[config.mk]
export PLATFORM = sky130hd
export DESIGN_NAME = bram_frame_reader
export DESIGN_NICKNAME = d
export VERILOG_FILES = /design/src/rtl/lbp_pkg.sv /design/src/rtl/reader_skid_fifo.sv /design/src/rtl/bram_frame_reader.sv
export SDC_FILE = /design/constraint.sdc
export NUM_CORES = 1
export LEC_CHECK = 0
export BUFFER_PORTS_ARGS = -buffer_cell sky130_fd_sc_hd__buf_2
export CORE_MARGIN = 3
export CORE_UTILIZATION = 40
export CTS_BUF_LIST = sky130_fd_sc_hd__clkbuf_16
export CTS_CLUSTER_SIZE = 8
export DETAILED_ROUTE_END_ITERATION = 12
export MAX_ROUTING_LAYER = met4
export PLACE_DENSITY = 0.62
export SETUP_SLACK_MARGIN = 0.15
export SYNTH_ARGS = -nofsm -noshare
export SYNTH_HDL_FRONTEND = slang
export SYNTH_SLANG_ARGS = --single-unit
[constraint.sdc]
create_clock -name r_clk -period 5.35 [get_ports r_clk]
set_input_delay 0.535 -clock r_clk [delete_from_list [all_inputs] [get_ports r_clk]]
set_output_delay 0.535 -clock r_clk [all_outputs]
set_load 0.01 [all_outputs]
[src/rtl/lbp_pkg.sv]
`default_nettype none
// ============================================================================
// Module   : lbp_pkg
// Purpose  : Shared defaults and types for the BRAM frame reader.
//            - Default pixel/address widths and frame geometry.
//            - Reader FSM state encoding.
//            - FIFO entry type carrying a pixel and its stream tags.
// Revision : 1.0  initial release
// ============================================================================
package lbp_pkg;

  localparam int DEF_DATA_WIDTH = 12;
  localparam int DEF_ADDR_WIDTH = 19;
  localparam int DEF_IMG_W      = 400;
  localparam int DEF_IMG_H      = 300;
  localparam int FRAME_PIXELS   = DEF_IMG_W * DEF_IMG_H;

  typedef enum logic [1:0] {
    ST_IDLE  = 2'd0,
    ST_READ  = 2'd1,
    ST_DRAIN = 2'd2
  } rd_state_t;

  // One buffered beat: pixel plus end-of-line and start-of-frame tags.
  typedef struct packed {
    logic [DEF_DATA_WIDTH-1:0] data;
    logic                      last;
    logic                      sof;
  } pix_entry_t;

endpackage
`default_nettype wire

[src/rtl/reader_skid_fifo.sv]
`default_nettype none
// ============================================================================
// Module   : reader_skid_fifo
// Purpose  : Two-entry register FIFO absorbing the BRAM read latency.
// Ports    : clk         clock
//            rst_n       asynchronous active-low reset
//            i_push      write i_push_data this edge (caller never pushes full)
//            i_push_data entry to store
//            i_pop       drop head this edge (caller never pops empty)
//            o_head      current head entry
//            o_count     occupancy, 0..2
// Revision : 1.0  initial release
// ============================================================================
module reader_skid_fifo
  import lbp_pkg::*;
(
  input  logic       clk,
  input  logic       rst_n,
  input  logic       i_push,
  input  pix_entry_t i_push_data,
  input  logic       i_pop,
  output pix_entry_t o_head,
  output logic [1:0] o_count
);

  pix_entry_t r_mem [2];
  logic       r_wr_ptr;
  logic       r_rd_ptr;
  logic [1:0] r_count;

  always_ff @(posedge clk or negedge rst_n) begin
    if (!rst_n) begin
      r_mem[0] <= '0;
      r_mem[1] <= '0;
      r_wr_ptr <= 1'b0;
      r_rd_ptr <= 1'b0;
      r_count  <= 2'd0;
    end else begin
      if (i_push) begin
        r_mem[r_wr_ptr] <= i_push_data;
        r_wr_ptr        <= ~r_wr_ptr;
      end
      if (i_pop) begin
        r_rd_ptr <= ~r_rd_ptr;
      end
      case ({i_push, i_pop})
        2'b10:   r_count <= r_count + 2'd1;
        2'b01:   r_count <= r_count - 2'd1;
        default: r_count <= r_count;
      endcase
    end
  end

  assign o_head  = r_mem[r_rd_ptr];
  assign o_count = r_count;

endmodule
`default_nettype wire

[src/rtl/bram_frame_reader.sv]
`default_nettype none
// ============================================================================
// Module   : bram_frame_reader
// Purpose  : Streams one frame from the BRAM read port in raster order as a
//            valid/ready pixel stream with end-of-line and start-of-frame
//            tags. Absorbs the 1-cycle BRAM read latency in a 2-entry FIFO
//            so consumer stalls never drop or duplicate pixels.
// Ports    : r_clk    read clock (shared with BRAM read port)
//            rst_n    asynchronous active-low reset
//            start    frame request (ignored while busy or during done)
//            busy     frame in progress
//            done     one-cycle pulse after the final beat is accepted
//            r_addr   registered BRAM read address
//            r_data   BRAM read data, one cycle after r_addr
//            m_data   output pixel      m_valid  output beat valid
//            m_ready  consumer ready    m_last   last pixel of a line
//            m_sof    first pixel of the frame
// Revision : 1.0  initial release
// ============================================================================
module bram_frame_reader
  import lbp_pkg::*;
#(
  parameter int DATA_WIDTH = DEF_DATA_WIDTH,  // must equal DEF_DATA_WIDTH
  parameter int ADDR_WIDTH = DEF_ADDR_WIDTH,
  parameter int IMG_W      = DEF_IMG_W,
  parameter int IMG_H      = DEF_IMG_H       // IMG_W*IMG_H <= 2**ADDR_WIDTH
) (
  input  logic                  r_clk,
  input  logic                  rst_n,
  input  logic                  start,
  output logic                  busy,
  output logic                  done,
  output logic [ADDR_WIDTH-1:0] r_addr,
  input  logic [DATA_WIDTH-1:0] r_data,
  output logic [DATA_WIDTH-1:0] m_data,
  output logic                  m_valid,
  input  logic                  m_ready,
  output logic                  m_last,
  output logic                  m_sof
);

  localparam int                    c_x_w       = (IMG_W > 1) ? $clog2(IMG_W) : 1;
  localparam logic [ADDR_WIDTH-1:0] c_last_addr = ADDR_WIDTH'(IMG_W * IMG_H - 1);
  localparam logic [c_x_w-1:0]      c_last_x    = c_x_w'(IMG_W - 1);

  rd_state_t        r_state;
  rd_state_t        w_next_state;
  logic [c_x_w-1:0] r_x_rd;
  logic             r_inflight;
  logic             r_tag_last;
  logic             r_tag_sof;
  logic             r_done;

  logic [1:0]       w_fifo_count;
  logic [2:0]       w_occupancy;
  pix_entry_t       w_head;
  pix_entry_t       w_push_entry;
  logic             w_valid;
  logic             w_pop;
  logic             w_issue;
  logic             w_accept_start;
  logic             w_final_pop;

  assign w_valid = (w_fifo_count != 2'd0);
  assign w_pop   = w_valid && m_ready;

  // Occupancy after this edge if nothing new is issued. Counting the pop
  // that happens in this cycle lets a steady ready stream run at one beat
  // per cycle while still bounding FIFO + in-flight at two entries.
  assign w_occupancy = {1'b0, w_fifo_count} + {2'b00, r_inflight} - {2'b00, w_pop};
  assign w_issue     = (r_state == ST_READ) && (w_occupancy < 3'd2);

  // The cycle carrying done is already IDLE, but a start seen there belongs
  // to the frame just finished and is dropped.
  assign w_accept_start = (r_state == ST_IDLE) && start && !r_done;

  // The last read has been issued before DRAIN, so the frame ends when the
  // only remaining entry leaves and nothing is still coming from the BRAM.
  assign w_final_pop = (r_state == ST_DRAIN) && w_pop &&
                       (w_fifo_count == 2'd1) && !r_inflight;

  always_ff @(posedge r_clk or negedge rst_n) begin
    if (!rst_n) begin
      r_state <= ST_IDLE;
    end else begin
      r_state <= w_next_state;
    end
  end

  always_comb begin
    w_next_state = r_state;
    case (r_state)
      ST_IDLE:  if (w_accept_start) w_next_state = ST_READ;
      ST_READ:  if (w_issue && (r_addr == c_last_addr)) w_next_state = ST_DRAIN;
      ST_DRAIN: if (w_final_pop) w_next_state = ST_IDLE;
      default:  w_next_state = ST_IDLE;
    endcase
  end

  // Address/column counters, in-flight flag and the tags that travel with
  // the outstanding read until its data returns.
  always_ff @(posedge r_clk or negedge rst_n) begin
    if (!rst_n) begin
      r_addr     <= '0;
      r_x_rd     <= '0;
      r_inflight <= 1'b0;
      r_tag_last <= 1'b0;
      r_tag_sof  <= 1'b0;
      r_done     <= 1'b0;
    end else begin
      r_inflight <= w_issue;
      r_done     <= w_final_pop;
      if (w_accept_start) begin
        r_addr <= '0;
        r_x_rd <= '0;
      end else if (w_issue) begin
        r_tag_last <= (r_x_rd == c_last_x);
        r_tag_sof  <= (r_addr == '0);
        // Hold on the final address so r_addr never leaves the frame.
        if (r_addr != c_last_addr) begin
          r_addr <= r_addr + 1'b1;
        end
        r_x_rd <= (r_x_rd == c_last_x) ? '0 : r_x_rd + 1'b1;
      end
    end
  end

  always_comb begin
    w_push_entry      = '0;
    w_push_entry.data = r_data;
    w_push_entry.last = r_tag_last;
    w_push_entry.sof  = r_tag_sof;
  end

  reader_skid_fifo u_fifo (
    .clk         (r_clk),
    .rst_n       (rst_n),
    .i_push      (r_inflight),
    .i_push_data (w_push_entry),
    .i_pop       (w_pop),
    .o_head      (w_head),
    .o_count     (w_fifo_count)
  );

  assign busy    = (r_state != ST_IDLE);
  assign done    = r_done;
  assign m_valid = w_valid;
  assign m_data  = w_valid ? w_head.data : '0;
  assign m_last  = w_valid && w_head.last;
  assign m_sof   = w_valid && w_head.sof;

endmodule
`default_nettype wire

* Word-level counts from Yosys, hierarchy flattened
Index checks and enable logic that the tools add are counted.
** Storage, ports and cells
- RAM bits :: 0
- Memories kept :: 0
- Output and inout bits :: 36
- Input bits :: 16
- Logic and storage cells :: 83
- Memory bits (read-only) :: 0
- Latch bits :: 0
- Bits in registers :: 66
** Cells by class
- Bitwise operators :: 5
- Divide/modulo/power cells :: 0
- Multiply operators :: 0
- Magnitude comparators :: 4
- Multiplexer cells :: 18
- Shift operators :: 0
- $add $sub $neg :: 6
- Reductions and logical operators :: 23
- Equality and inequality tests :: 11
** Operators with widths (count)
- 2-to-1 mux 19 bit :: 3
- 2-to-1 mux 14 bit :: 4
- bitwise mux 28 bit :: 1
- 2-to-1 mux 9 bit :: 3
- adder 19 x 1 -> 19 bit (second input constant) :: 1
- equality test 19 x 17 -> 1 bit (second input constant) :: 1
- logical NOT 19 bit :: 1
- inequality test 19 x 17 -> 1 bit (second input constant) :: 1
- demux 14 bit (select 1 bit) :: 1
- 2-to-1 mux 12 bit :: 1
- logical AND 1 bit :: 11
- nonzero test 2 bit :: 5
- adder 9 x 1 -> 9 bit (second input constant) :: 1
- equality test 9 bit (second input constant) :: 1
- equality test 2 x 1 -> 1 bit (second input constant) :: 3
- 2-to-1 mux 2 bit :: 3
- one-hot mux 2 bit (3 select lines) :: 1
- equality test 2 bit (second input constant) :: 2
- greater-or-equal comparator 2 bit (second input constant) :: 2
- inequality test 2 bit (second input constant) :: 2
- NOT 1 -> 2 bit :: 2
- one-hot mux 2 bit (2 select lines) :: 1
- AND reduction 2 bit :: 2
- adder 2 x 1 -> 3 bit :: 1
- 10 further kinds :: 13

* Longest topological paths before layout
Gate-level depths: netlist of the first run.
- Depth in word-level cells :: 8
- Gate-level depth with buffers :: 15
- Depth with buffers taken out :: 13

* Cells and area by module
A second synthesis of the first run with hierarchy kept.
** Second synthesis, totals
- Cells, all modules :: 291
- Area total of the unflattened synthesis :: 3330.7 µm²
** Modules (own cells, without submodules)
- bram_frame_reader :: area an instance 1905.6 µm², cells each 203, sequential area each 850.8 µm², times used 1
- reader_skid_fifo :: area an instance 1425.1 µm², cells each 88, sequential area each 800.8 µm², times used 1

* Worst setup path before layout of the first run
No wires, ideal clock.
- Path type :: flip-flop to flip-flop
- From :: register u_fifo.r_count[1] (netlist: u_fifo.o_count[1])
- To :: register r_addr[18]
- Clock period less this slack :: 3151 ps
- Data arrival time :: 3019 ps
- Required time :: 5218 ps
- Stages on the path, launching flop included :: 15
- Path buffers :: 2
- Setup time :: 132 ps
- Setup slack :: 2199 ps
- Cell sequence :: dfrtp_1 > inv_1 > ha_1 > inv_1 > nand2_1 > xnor2_1 > nand2b_1 > fa_1 > nand3b_1 > or2_2 > clkbuf_1 > clkbuf_1 > nor4_1 > xnor2_1 > nor2_1
** On the way
- Cells in the longest elaborated chain, start to end :: 7
- Elaborated cells on any way between the ends :: 8
- Classes of those cells :: add/sub (2); order compare (1); reduce/logical (5)
** Ends and longest elaborated chain
- start: declaration :: line reader_skid_fifo.sv:29 : logic [1:0] r_count;
- start signal: assignment :: line reader_skid_fifo.sv:47 : 2'b10: r_count <= r_count + 2'd1;
- start signal: assignment :: line reader_skid_fifo.sv:48 : 2'b01: r_count <= r_count - 2'd1;
- start signal: assignment :: line reader_skid_fifo.sv:49 : default: r_count <= r_count;
- nonzero test 2 bit :: line bram_frame_reader.sv:64 : assign w_valid = (w_fifo_count != 2'd0);
- net m_valid :: line bram_frame_reader.sv:36 : output logic m_valid,
- logical AND 1 bit :: line bram_frame_reader.sv:65 : assign w_pop = w_valid && m_ready;
- subtractor 3 x 1 -> 3 bit :: line bram_frame_reader.sv:70 : assign w_occupancy = {1'b0, w_fifo_count} + {2'b00, r_inflight} - {2'b00, w_pop};
- < comparator 3 x 2 -> 1 bit :: line bram_frame_reader.sv:71 : assign w_issue = (r_state == ST_READ) && (w_occupancy < 3'd2);
- logical AND 1 bit :: line bram_frame_reader.sv:71
- nonzero test 2 bit (no line)
- AND reduction 2 bit (no line)
- end signal: assignment :: line bram_frame_reader.sv:121 : r_addr <= r_addr + 1'b1;
- end: declaration :: line bram_frame_reader.sv:33 : output logic [ADDR_WIDTH-1:0] r_addr,
The timed path passes the listed nets, and every way through them passes these cells.
A chain may end at the register's enable or synchronous reset.

* Final worst setup path of the first run
- From :: register u_fifo.r_count[1] (netlist: u_fifo.o_count[1])
- To :: register r_addr[16]
** On the way
- Cells in the longest elaborated chain, start to end :: 7
- Elaborated cells on any way between the ends :: 8
- Classes of those cells :: add/sub (2); order compare (1); reduce/logical (5)
** Ends and longest elaborated chain (line)
- branches (longest 2 deep; another with adder 2 x 1 -> 3 bit)
- subtractor 3 x 1 -> 3 bit * :: bram_frame_reader.sv:70
- < comparator 3 x 2 -> 1 bit * :: bram_frame_reader.sv:71
- logical AND 1 bit * :: bram_frame_reader.sv:71
- nonzero test 2 bit (no line) *
- AND reduction 2 bit (no line) *
Mark *: on every way between the ends.

==> flow_summary.json, run 1 <==
{
  "die_h_um": 96.1,
  "critPathMaxStageDelay_ns": 0.59,
  "worstMarginPinSlew_ns": 1.05,
  "tns_ns": 0,
  "period_share": 0.804,
  "cts.sinks": 66,
  "ir_drop_mv": 0.237,
  "p_leak_nw": 1.87,
  "wl_per_cell_um": 15.3,
  "via_per_inst": 5.28,
  "yosys_most_used_dff": "dfrtp_1",
  "cts.clk_slew.worst_paths_ns": 0.06,
  "dr_wl_met2_um": 3290,
  "hold_class": "input port to asynchronous set/reset pin",
  "clock_path_buffers": 2,
  "dr.first_iter.drc_count": 98,
  "wl_met1_um": 3310,
  "dr_wl_met3_um": 404,
  "drt_drc_violations_left": 0,
  "critPathLaunch": "u_fifo.o_count[1]",
  "routabilityCongestion": 0.787,
  "finClkSkew_ns": 0.00360,
  "cpMostUsedCell": "inv_1",
  "grt_pass1_vias": 2410,
  "crit_type": "flop to flop",
  "track_usage": 0.169,
  "drive_above_1_share": 0.291,
  "r2r-start": "u_fifo.o_count[1]",
  "dp.final_hpwl_um": 4780,
  "syn_area_um2": 3250,
  "insertion_delay_ns": 0.33,
  "postCtsSetupBuffers": 0,
  "synth_nets": 327,
  "n_antenna_cell": 0,
  "synth_edf_count": 0,
  "grt_max_degree": 67,
  "drtPass1Iterations": 4,
  "antenna_found_initial": 0,
  "finalNetCount": 378,
  "yosysTopAreaCellShare": 0.508,
  "slew_violations": 0,
  "path_buf_inv": 3,
  "relSlewSlack": 0.292,
  "grt-ovfl-total": 0,
  "syn2layout_area_growth_pct": 21.3,
  "critPathRequiredTime_ns": 5.60,
  "synth_top_cell_by_area": "dfrtp_1",
  "die_x_um": 96.1,
  "cts_tree": "built",
  "yosysSeqAreaShare": 0.508,
  "portBuffers": 51,
  "critPathSlowestCell": "or4_1",
  "fin_crit_ns": 4.30,
  "initial_core_util": 0.416,
  "ios": 52,
  "postRouteAntennaNets": 0,
  "crit_family": "simple AND/OR/NAND/NOR gates",
  "rsz0062_at_grt": "no",
  "yosysUniqueCellTypes": 43,
  "syn_avg_cell_area_um2": 10.7,
  "cp_max_fo": 15,
  "yosysMostFrequentCell": "dfrtp_1",
  "crit_path_end_kind": "flop",
  "setup-violations-final": 0,
  "synth-seq-cells": 66,
  "cts-root-buf": "clkbuf_16",
  "timing.fmax_mhz": 233,
  "crit_path_cell_trace": "inv_1 -> ha_1 -> inv_1 -> nand2_1 -> xnor2_1 -> nand2b_1 -> fa_1 -> nand3b_1 -> or2_2 -> inv_1 -> o21ai_0 -> or4_1 -> o21ai_0",
  "coreArea_um2": 7810,
  "maxUsedRoutingLayer": "met4",
  "htreeDepth": 3,
  "wirelength_um": 7080,
  "cts_resized": 0,
  "arrival_ns": 4.55,
  "fp.dieArea_um2": 9240,
  "postLayoutCoreUtil": 0.505,
  "cts_buffers": 9,
  "drv_cap": 0,
  "status": "finished clean",
  "async_flop_share": 1.00,
  "power.density_nw_per_um2": 583,
  "yosys_warnings": 0,
  "hold_violations": 0,
  "synthCells": 305,
  "start_kind": "flop",
  "num_rows": 32,
  "synth_common_cells": "dfrtp_1, nor2_1, mux2_2, nand2_1, mux2i_1",
  "synth_area_leaders": "dfrtp_1, mux2_2, mux2i_1",
  "routed-via-count": 2445,
  "cts_hold_buf": 0,
  "grt_pass1_wl_um": 11600
}
==> cell type report <==
| type | count | area [µm²] |
|---|---|---|
| tap | 102 | 128 |
| timing repair buffer | 54 | 278 |
| clock buffer | 9 | 225 |
| sequential | 66 | 1650 |
| fill | 702 | 3860 |
| multi-input combinational | 218 | 1510 |
| clock inverter | 7 | 124 |
| inverter | 7 | 26.3 |
==> worst register-to-register path: stages, from the launching register on <==
cell	delay (ns)
dfrtp_1	0.44
inv_1	0.13
ha_1	0.52
inv_1	0.11
nand2_1	0.25
xnor2_1	0.14
nand2b_1	0.18
fa_1	0.49
nand3b_1	0.11
or2_2	0.40
inv_1	0.32
o21ai_0	0.47
or4_1	0.59
o21ai_0	0.08
==> kinds of logic (layout without fill, tap and decap cells) <==
group	Yosys count	in the layout	share of synthesized area
compound gates	35	35	0.0658
xor+xnor	17	17	0.0458
fa+ha+maj	6	6	0.0254
buf+inv	21	77	0.0269
flops	66	66	0.508
mux	43	43	0.144
simple gates	117	117	0.184
==> layer usage <==
layer,track usage,vias to the layer above
met4,0.0486,0
li1,-,1182
met1,0.208,1181
met3,0.0539,8
met2,0.267,74
met5,-,-
==> power breakdown <==
group / switching (mW) / internal, mW / leakage (nW)
clock: 0.229 / 0.460 / 0.167
combinational: 0.441 / 0.370 / 0.870
sequential: 0.137 / 0.664 / 0.837
total: 0.807 / 1.49 / 1.87
==> flip-flops by register name, summed over array words and instances (netlist names) <==
signal	cells
u_fifo.r_mem	28
r_addr	19
r_x_rd	9
r_state	2
u_fifo.o_count	2
done	1
r_inflight	1
r_tag_last	1
r_tag_sof	1
u_fifo.r_rd_ptr	1
u_fifo.r_wr_ptr	1
==> final timing paths <==
path / endpoint / slack (ns) / depth (start not counted)
worst min-delay path: u_fifo.r_mem[20] / 0.39 / 2
max in group asynchronous: r_addr[10] / 4.42 / 2
worst max-delay path: r_addr[16] / 1.05 / 13
worst max register to register: r_addr[16] / 1.05 / 13
worst min register to register: u_fifo.r_mem[27] / 0.50 / 1
min in group r_clk: u_fifo.r_mem[22] / 0.45 / 2
==> placed cells by master, fill, tap and decap left out, types with 2 or more instances in the layout <==
cell type	instances
buf_2	51
or4_1	2
a21oi_1	7
o211ai_1	3
nand2_1	17
buf_4	3
xor2_1	9
clkbuf_16	9
nand3_1	11
nor4_1	8
nor3_1	6
mux2_2	29
o21ai_0	13
and3_1	8
or2_2	2
bufinv_16	3
inv_1	7
xnor2_1	8
nand4_1	6
o31ai_1	2
nand2b_1	7
mux2i_1	14
nor2b_1	3
ha_1	5
a31oi_1	3
dfrtp_1	66
nor2_1	37
nor3b_1	2
inv_6	3
a22o_1	2
==> per-stage QoR <==
stage / hold slack (ns) / instance area (µm²) / worst slack [ns] / std cells / power (mW)
floorplan: 0.239 / 3250 / 2.20 / 305 / 1.39
global placement: 0.481 / 3590 / 1.21 / 447 / 1.60
detailed placement: 0.482 / 3590 / 1.03 / 447 / 1.63
CTS: 0.423 / 3940 / 1.01 / 463 / 2.33
global route: 0.437 / 3940 / 0.645 / 463 / 2.47
finish: 0.390 / 3940 / 1.05 / 463 / 2.30
Power figures use the tool's default switching activity.
==> run 2, diff against run 1 <==
==> constraint.sdc (replaced) <==
create_clock -name r_clk -period 4.4 [get_ports r_clk]
set_input_delay 0.44 -clock r_clk [delete_from_list [all_inputs] [get_ports r_clk]]
set_output_delay 0.44 -clock r_clk [all_outputs]
set_load 0.01 [all_outputs]
==> flow_summary.json, run 2 (synthesis gave the netlist of run 1 again) <==
{
  "regMostFlops": "u_fifo.r_mem",
  "path_buf_inv": 3,
  "multi_input_area_um2": 1510,
  "p_leak_nw": 1.87,
  "finClkSkew_ns": 0.00521,
  "finalNetCount": 379,
  "routed-via-count": 2427,
  "portBuffers": 51,
  "fp.dieArea_um2": 9240,
  "pwr-share-comb": 0.371,
  "tns_ns": 0,
  "dp.final_hpwl_um": 4790,
  "drive_above_1_share": 0.293,
  "drtPass1Iterations": 5,
  "postCtsSetupBuffers": 0,
  "met3_usage": 0.0477,
  "die_x_um": 96.1,
  "crit_family": "simple AND/OR/NAND/NOR gates",
  "worstMarginPinSlew_ns": 1.15,
  "postRouteAntennaNets": 0,
  "largestRegisters": "u_fifo.r_mem: 28 flops, r_addr: 19 flops, r_x_rd: 9 flops",
  "critPathRequiredTime_ns": 4.65,
  "pwr-share-clk": 0.277,
  "crit_type": "flop to flop",
  "slew_violations": 0,
  "ir_drop_mv": 0.312,
  "timing.fmax_mhz": 261,
  "dr.first_iter.drc_count": 133,
  "design_area_um2": 3920,
  "power.density_nw_per_um2": 699,
  "htreeDepth": 3,
  "cts-root-buf": "clkbuf_16",
  "wl_per_cell_um": 14.9,
  "use_met2": 0.262,
  "final_common_cell": "dfrtp_1",
  "cp_max_fo": 15,
  "cts_buffers": 9,
  "layout_common_cells": "dfrtp_1, buf_2, nor2_1, mux2_2, nand2_1",
  "grt_pass1_vias": 2459,
  "start_kind": "flop",
  "final-seq-area_um2": 1650,
  "cts_tree": "built",
  "cpMostUsedCell": "inv_1",
  "coreArea_um2": 7810,
  "relSlewSlack": 0.224,
  "rsz0062_at_grt": "no",
  "wirelength_um": 6940,
  "arrival_ns": 4.08,
  "period_share": 0.870,
  "crit_path_end_kind": "flop",
  "drv_cap": 0,
  "clock_path_buffers": 2,
  "grt-ovfl-total": 0,
  "num_rows": 32,
  "cts.sinks": 66,
  "fin_crit_ns": 3.83,
  "grt_busiest_layer": "met2",
  "critPathSlowestCell": "or4_1",
  "syn2layout_area_growth_pct": 20.7,
  "grt_max_degree": 37,
  "antenna_found_initial": 0,
  "n_antenna_cell": 0,
  "track_usage": 0.168,
  "setup-violations-final": 0,
  "largest_reg_flops": 28,
  "status": "finished clean",
  "power_frac_seq": 0.353,
  "switching_share": 0.355,
  "use_met1": 0.208,
  "cts.clk_slew.worst_paths_ns": 0.06,
  "critPathMaxStageDelay_ns": 0.61,
  "routabilityCongestion": 0.848,
  "p_int_mw": 1.77,
  "die_h_um": 96.1,
  "via_per_inst": 5.23,
  "insertion_delay_ns": 0.33,
  "ios": 52,
  "n_fill_cell": 716,
  "placement.cell_area_um2": 3600,
  "initial_core_util": 0.416,
  "hold_class": "input port to asynchronous set/reset pin",
  "crit_path_cell_trace": "inv_1 -> ha_2 -> inv_1 -> nand2_1 -> xnor2_1 -> nand2b_1 -> fa_1 -> nand3b_1 -> or2_2 -> inv_1 -> o21ai_0 -> or4_1 -> o21ai_0",
  "switchingPower_mw": 0.973,
  "grt_pass1_wl_um": 11600,
  "hold_violations": 0,
  "drt_drc_violations_left": 0
}
==> run 2: cell count changes in the layout (fill, tap and decap cells not counted) <==
cell       before  now
buf_4           3    4
clkinv_4        0    1
ha_2            0    1
inv_6           3    1
ha_1            5    4
bufinv_16       3    2
inv_1           7    8
clkinv_2        0    1
==> run 2: power by group through the flow <==
stage | combinational, mW | sequential (mW) | clock (mW)
global route | 1.15 | 0.998 | 0.810
finish | 1.02 | 0.967 | 0.759
CTS | 1.03 | 0.969 | 0.776
global placement | 1.00 | 0.970 | 0
detailed placement | 1.02 | 0.980 | 0
floorplan | 0.782 | 0.911 | 0
==> run 2: worst reg2reg max path, stage by stage (launching register included) <==
cell      delay [ns]
dfrtp_1         0.43
inv_1           0.13
ha_2            0.38
inv_1           0.09
nand2_1         0.23
xnor2_1         0.14
nand2b_1        0.17
fa_1            0.49
nand3b_1        0.11
or2_2           0.41
inv_1           0.10
o21ai_0         0.39
or4_1           0.61
o21ai_0         0.08
==> run 2: repair_timing <==
| action | in CTS | in global routing |
|---|---|---|
| hold buffers | 0 | 0 |
| gates resized for setup | 0 | 1 |
| endpoints found under the setup margin | 0 | 2 |
==> run 2: final timing paths <==
path,startpoint,endpoint,slack [ns],depth (start not counted)
max,u_fifo.o_count[1],r_addr[16],0.57,13
min,rst_n,u_fifo.r_mem[6],0.16,1
max reg2reg,u_fifo.o_count[1],r_addr[16],0.57,13
min reg2reg,u_fifo.r_wr_ptr,u_fifo.r_wr_ptr,0.49,1
max in group asynchronous,rst_n,r_x_rd[2],3.31,2
min in group r_clk,r_data[7],u_fifo.r_mem[9],0.36,2
==> run 2: area by class of cell <==
| class | instances | area share |
|---|---|---|
| flip-flops and latches | 66 | 0.421 |
| multi-input cells | 218 | 0.386 |
| repair buffers | 55 | 0.0727 |
| clock buffers | 9 | 0.0574 |
| well taps | 102 | 0.0325 |
| clock inverters | 7 | 0.0239 |
| inverters | 7 | 0.00670 |
==> run 2: routing by layer <==
layer | vias to the layer above | wire, µm | part of all wire
met3 | 8 | 382 | 0.055
li1 | 1183 | - | -
met1 | 1168 | 3260 | 0.47
met5 | - | 0 | 0
met2 | 68 | 3200 | 0.46
met4 | 0 | 84 | 0.012
==> run 2: per-stage QoR <==
| stage | hold slack [ns] | setup WS [ns] | cells | util | power, mW |
|---|---|---|---|---|---|
| after floorplan | 0.144 | 1.25 | 305 | - | 1.69 |
| after global placement | 0.476 | 0.529 | 448 | 0.461 | 1.97 |
| after detailed placement | 0.481 | 0.427 | 448 | 0.461 | 2.00 |
| after CTS | 0.185 | 0.396 | 464 | 0.502 | 2.77 |
| after global routing | 0.210 | 0.183 | 464 | 0.503 | 2.96 |
| final | 0.158 | 0.574 | 464 | 0.503 | 2.74 |
==> run 3, diff against run 2 <==
--- a/config.mk
+++ b/config.mk
@@ -16,4 +16,5 @@
 export SETUP_SLACK_MARGIN = 0.15
 export SYNTH_ARGS = -nofsm -noshare
 export SYNTH_HDL_FRONTEND = slang
+export SYNTH_HIERARCHICAL = 1
 export SYNTH_SLANG_ARGS = --single-unit
==> constraint.sdc (replaced) <==
create_clock -name r_clk -period 4.1 [get_ports r_clk]
set_input_delay 0.41 -clock r_clk [delete_from_list [all_inputs] [get_ports r_clk]]
set_output_delay 0.41 -clock r_clk [all_outputs]
set_load 0.01 [all_outputs]
==> flow_summary.json, run 3 <==
{
  "yosys_warnings": 6,
  "p_leak_nw": 1.92,
  "die_h_um": 97.3,
  "hold_ws_ns": 0.225,
  "hold_violations": 0,
  "final-seq-area_um2": 1650,
  "syn2layout_area_growth_pct": 19.4,
  "clock_path_buffers": 2,
  "start_kind": "flop",
  "rr_endpoint": "r_addr[6]",
  "arrival_ns": 3.65,
  "cts_buffers": 9,
  "drtPass1Iterations": 4,
  "insertion_delay_ns": 0.33,
  "cp_max_fo": 16,
  "yosys_most_used_dff": "dfrtp_1",
  "grt_max_degree": 42,
  "regMostFlops": "u_fifo/r_mem",
  "syn_avg_cell_area_um2": 11.4,
  "worstSetupEndpoint": "r_addr[6]",
  "die_x_um": 97.3,
  "track_usage": 0.161,
  "drive_above_1_share": 0.316,
  "period_share": 0.830,
  "power.density_nw_per_um2": 758,
  "hold_class": "input port to asynchronous set/reset pin",
  "postCtsSetupBuffers": 0,
  "via_per_inst": 5.22,
  "synthCells": 291,
  "yosysMostFrequentCell": "dfrtp_1",
  "portBuffers": 51,
  "r2r-start": "u_fifo/o_count[1]",
  "slew_violations": 0,
  "antenna_found_initial": 0,
  "drv_cap": 0,
  "status": "finished clean",
  "dr.first_iter.drc_count": 67,
  "routed-via-count": 2363,
  "grt_pass1_vias": 2455,
  "rsz0062_at_grt": "no",
  "grt_pass1_wl_um": 12000,
  "n_antenna_cell": 0,
  "htreeDepth": 3,
  "cts.clk_slew.worst_paths_ns": 0.05,
  "r2r_setup_slack_ns": 0.70,
  "yosysUniqueCellTypes": 44,
  "coreArea_um2": 7890,
  "dp.final_hpwl_um": 4780,
  "n_fill_cell": 695,
  "fp.dieArea_um2": 9460,
  "synth_edf_count": 0,
  "num_rows": 32,
  "critPathLaunch": "u_fifo/o_count[1]",
  "finClkSkew_ns": 0.00320,
  "fin_crit_ns": 3.40,
  "cts_hold_buf": 0,
  "finalNetCount": 368,
  "layout_common_cells": "dfrtp_1, buf_2, nor2_1, mux2_2, xor2_1",
  "drt_drc_violations_left": 0,
  "yosysTopAreaCellShare": 0.496,
  "cts_tree": "built",
  "synth_area_leaders": "dfrtp_1, mux2_2, mux2_4",
  "grt-ovfl-total": 0,
  "cts.sinks": 66,
  "postRouteAntennaNets": 0,
  "cts-root-buf": "clkbuf_16",
  "synth-seq-cells": 66,
  "final_common_cell": "dfrtp_1",
  "tns_ns": 0,
  "critPathRequiredTime_ns": 4.35,
  "initial_core_util": 0.422,
  "synth_common_cells": "dfrtp_1, nor2_1, mux2_2, xor2_1",
  "syn_area_um2": 3330,
  "wirelength_um": 7020,
  "synth_top_cell_by_area": "dfrtp_1",
  "routabilityCongestion": 0.834,
  "crit_type": "flop to flop",
  "multi_input_area_um2": 1580,
  "worstMarginPinSlew_ns": 0.923,
  "largest_reg_flops": 28,
  "synth_nets": 313,
  "largestRegisters": "u_fifo/r_mem: 28 flops, r_addr: 19 flops, r_x_rd: 9 flops",
  "ir_drop_mv": 0.305,
  "yosysSeqAreaShare": 0.496,
  "power_mw": 3.02,
  "cts_resized": 0,
  "timing.fmax_mhz": 294,
  "async_flop_share": 1.00,
  "relSlewSlack": 0.385,
  "setup-violations-final": 0,
  "ios": 52,
  "rr_worst_depth": 12,
  "crit_path_end_kind": "flop",
  "wl_per_cell_um": 15.5
}
==> run 3: layout make-up <==
type / count / share of cell area
Clock buffer: 9 / 0.0566
Inverter: 9 / 0.00849
Multi-Input combinational cell: 206 / 0.396
Timing Repair Buffer: 54 / 0.0698
Clock inverter: 7 / 0.0214
Sequential cell: 66 / 0.415
Tap cell: 102 / 0.0321
==> run 3: cells by family after synthesis <==
| logic type | Yosys count | synth area share |
|---|---|---|
| buffers and inverters | 19 | 0.0308 |
| and+or+nand+nor | 108 | 0.179 |
| adders and majority gates | 6 | 0.0248 |
| AOI/OAI and AO/OA | 28 | 0.0579 |
| muxes | 43 | 0.157 |
| DFF | 66 | 0.496 |
| xor gates and xnor gates | 21 | 0.0552 |
==> run 3: worst min path at each step <==
stage,from,slack (ns),endpoint,cells after the start
2_1_floorplan,rst_n,0.11,done,0
3_3_place_gp,u_fifo/r_mem[17],0.46,u_fifo/r_mem[17],1
3_5_place_dp,u_fifo/r_mem[24],0.47,u_fifo/r_mem[24],1
4_1_cts,rst_n,0.25,r_x_rd[2],1
5_1_grt,rst_n,0.29,u_fifo/r_rd_ptr,1
6_report,rst_n,0.22,u_fifo/r_mem[14],1
==> run 3: critical path, stage by stage, from the launching register on <==
cell and delay, ns:
dfrtp_1 0.45, nor2_1 0.08, buf_4 0.20, nor2b_1 0.24
ha_1 0.28, nand2b_1 0.15, fa_1 0.49, nand3b_1 0.14
or2_4 0.33, inv_2 0.13, o21ai_1 0.27, or3_1 0.41
a21oi_1 0.16
==> run 3: stage by stage <==
step           instance area (µm²)  worst slack [ns]   util  cells
2_1_floorplan                 3330              1.27      -    291
3_3_place_gp                  3670             0.858  0.465    437
3_5_place_dp                  3670             0.675  0.465    437
4_1_cts                       3980             0.685  0.504    453
5_1_grt                       3980             0.451  0.504    453
6_report                      3980             0.699  0.504    453
==> run 3: per-layer routing <==
| metal | wire, µm | GRT usage | vias up |
|---|---|---|---|
| met4 | 109 | 0.0501 | 0 |
| li1 | - | - | 1134 |
| met2 | 3220 | 0.244 | 55 |
| met5 | 0 | - | - |
| met1 | 3310 | 0.203 | 1159 |
| met3 | 373 | 0.0581 | 15 |
==> run 3: where the power goes <==
part | switching [mW] | total (mW) | internal (mW)
combinational | 0.580 | 1.16 | 0.580
sequential | 0.186 | 1.06 | 0.872
clock | 0.274 | 0.799 | 0.525
total | 1.04 | 3.02 | 1.98
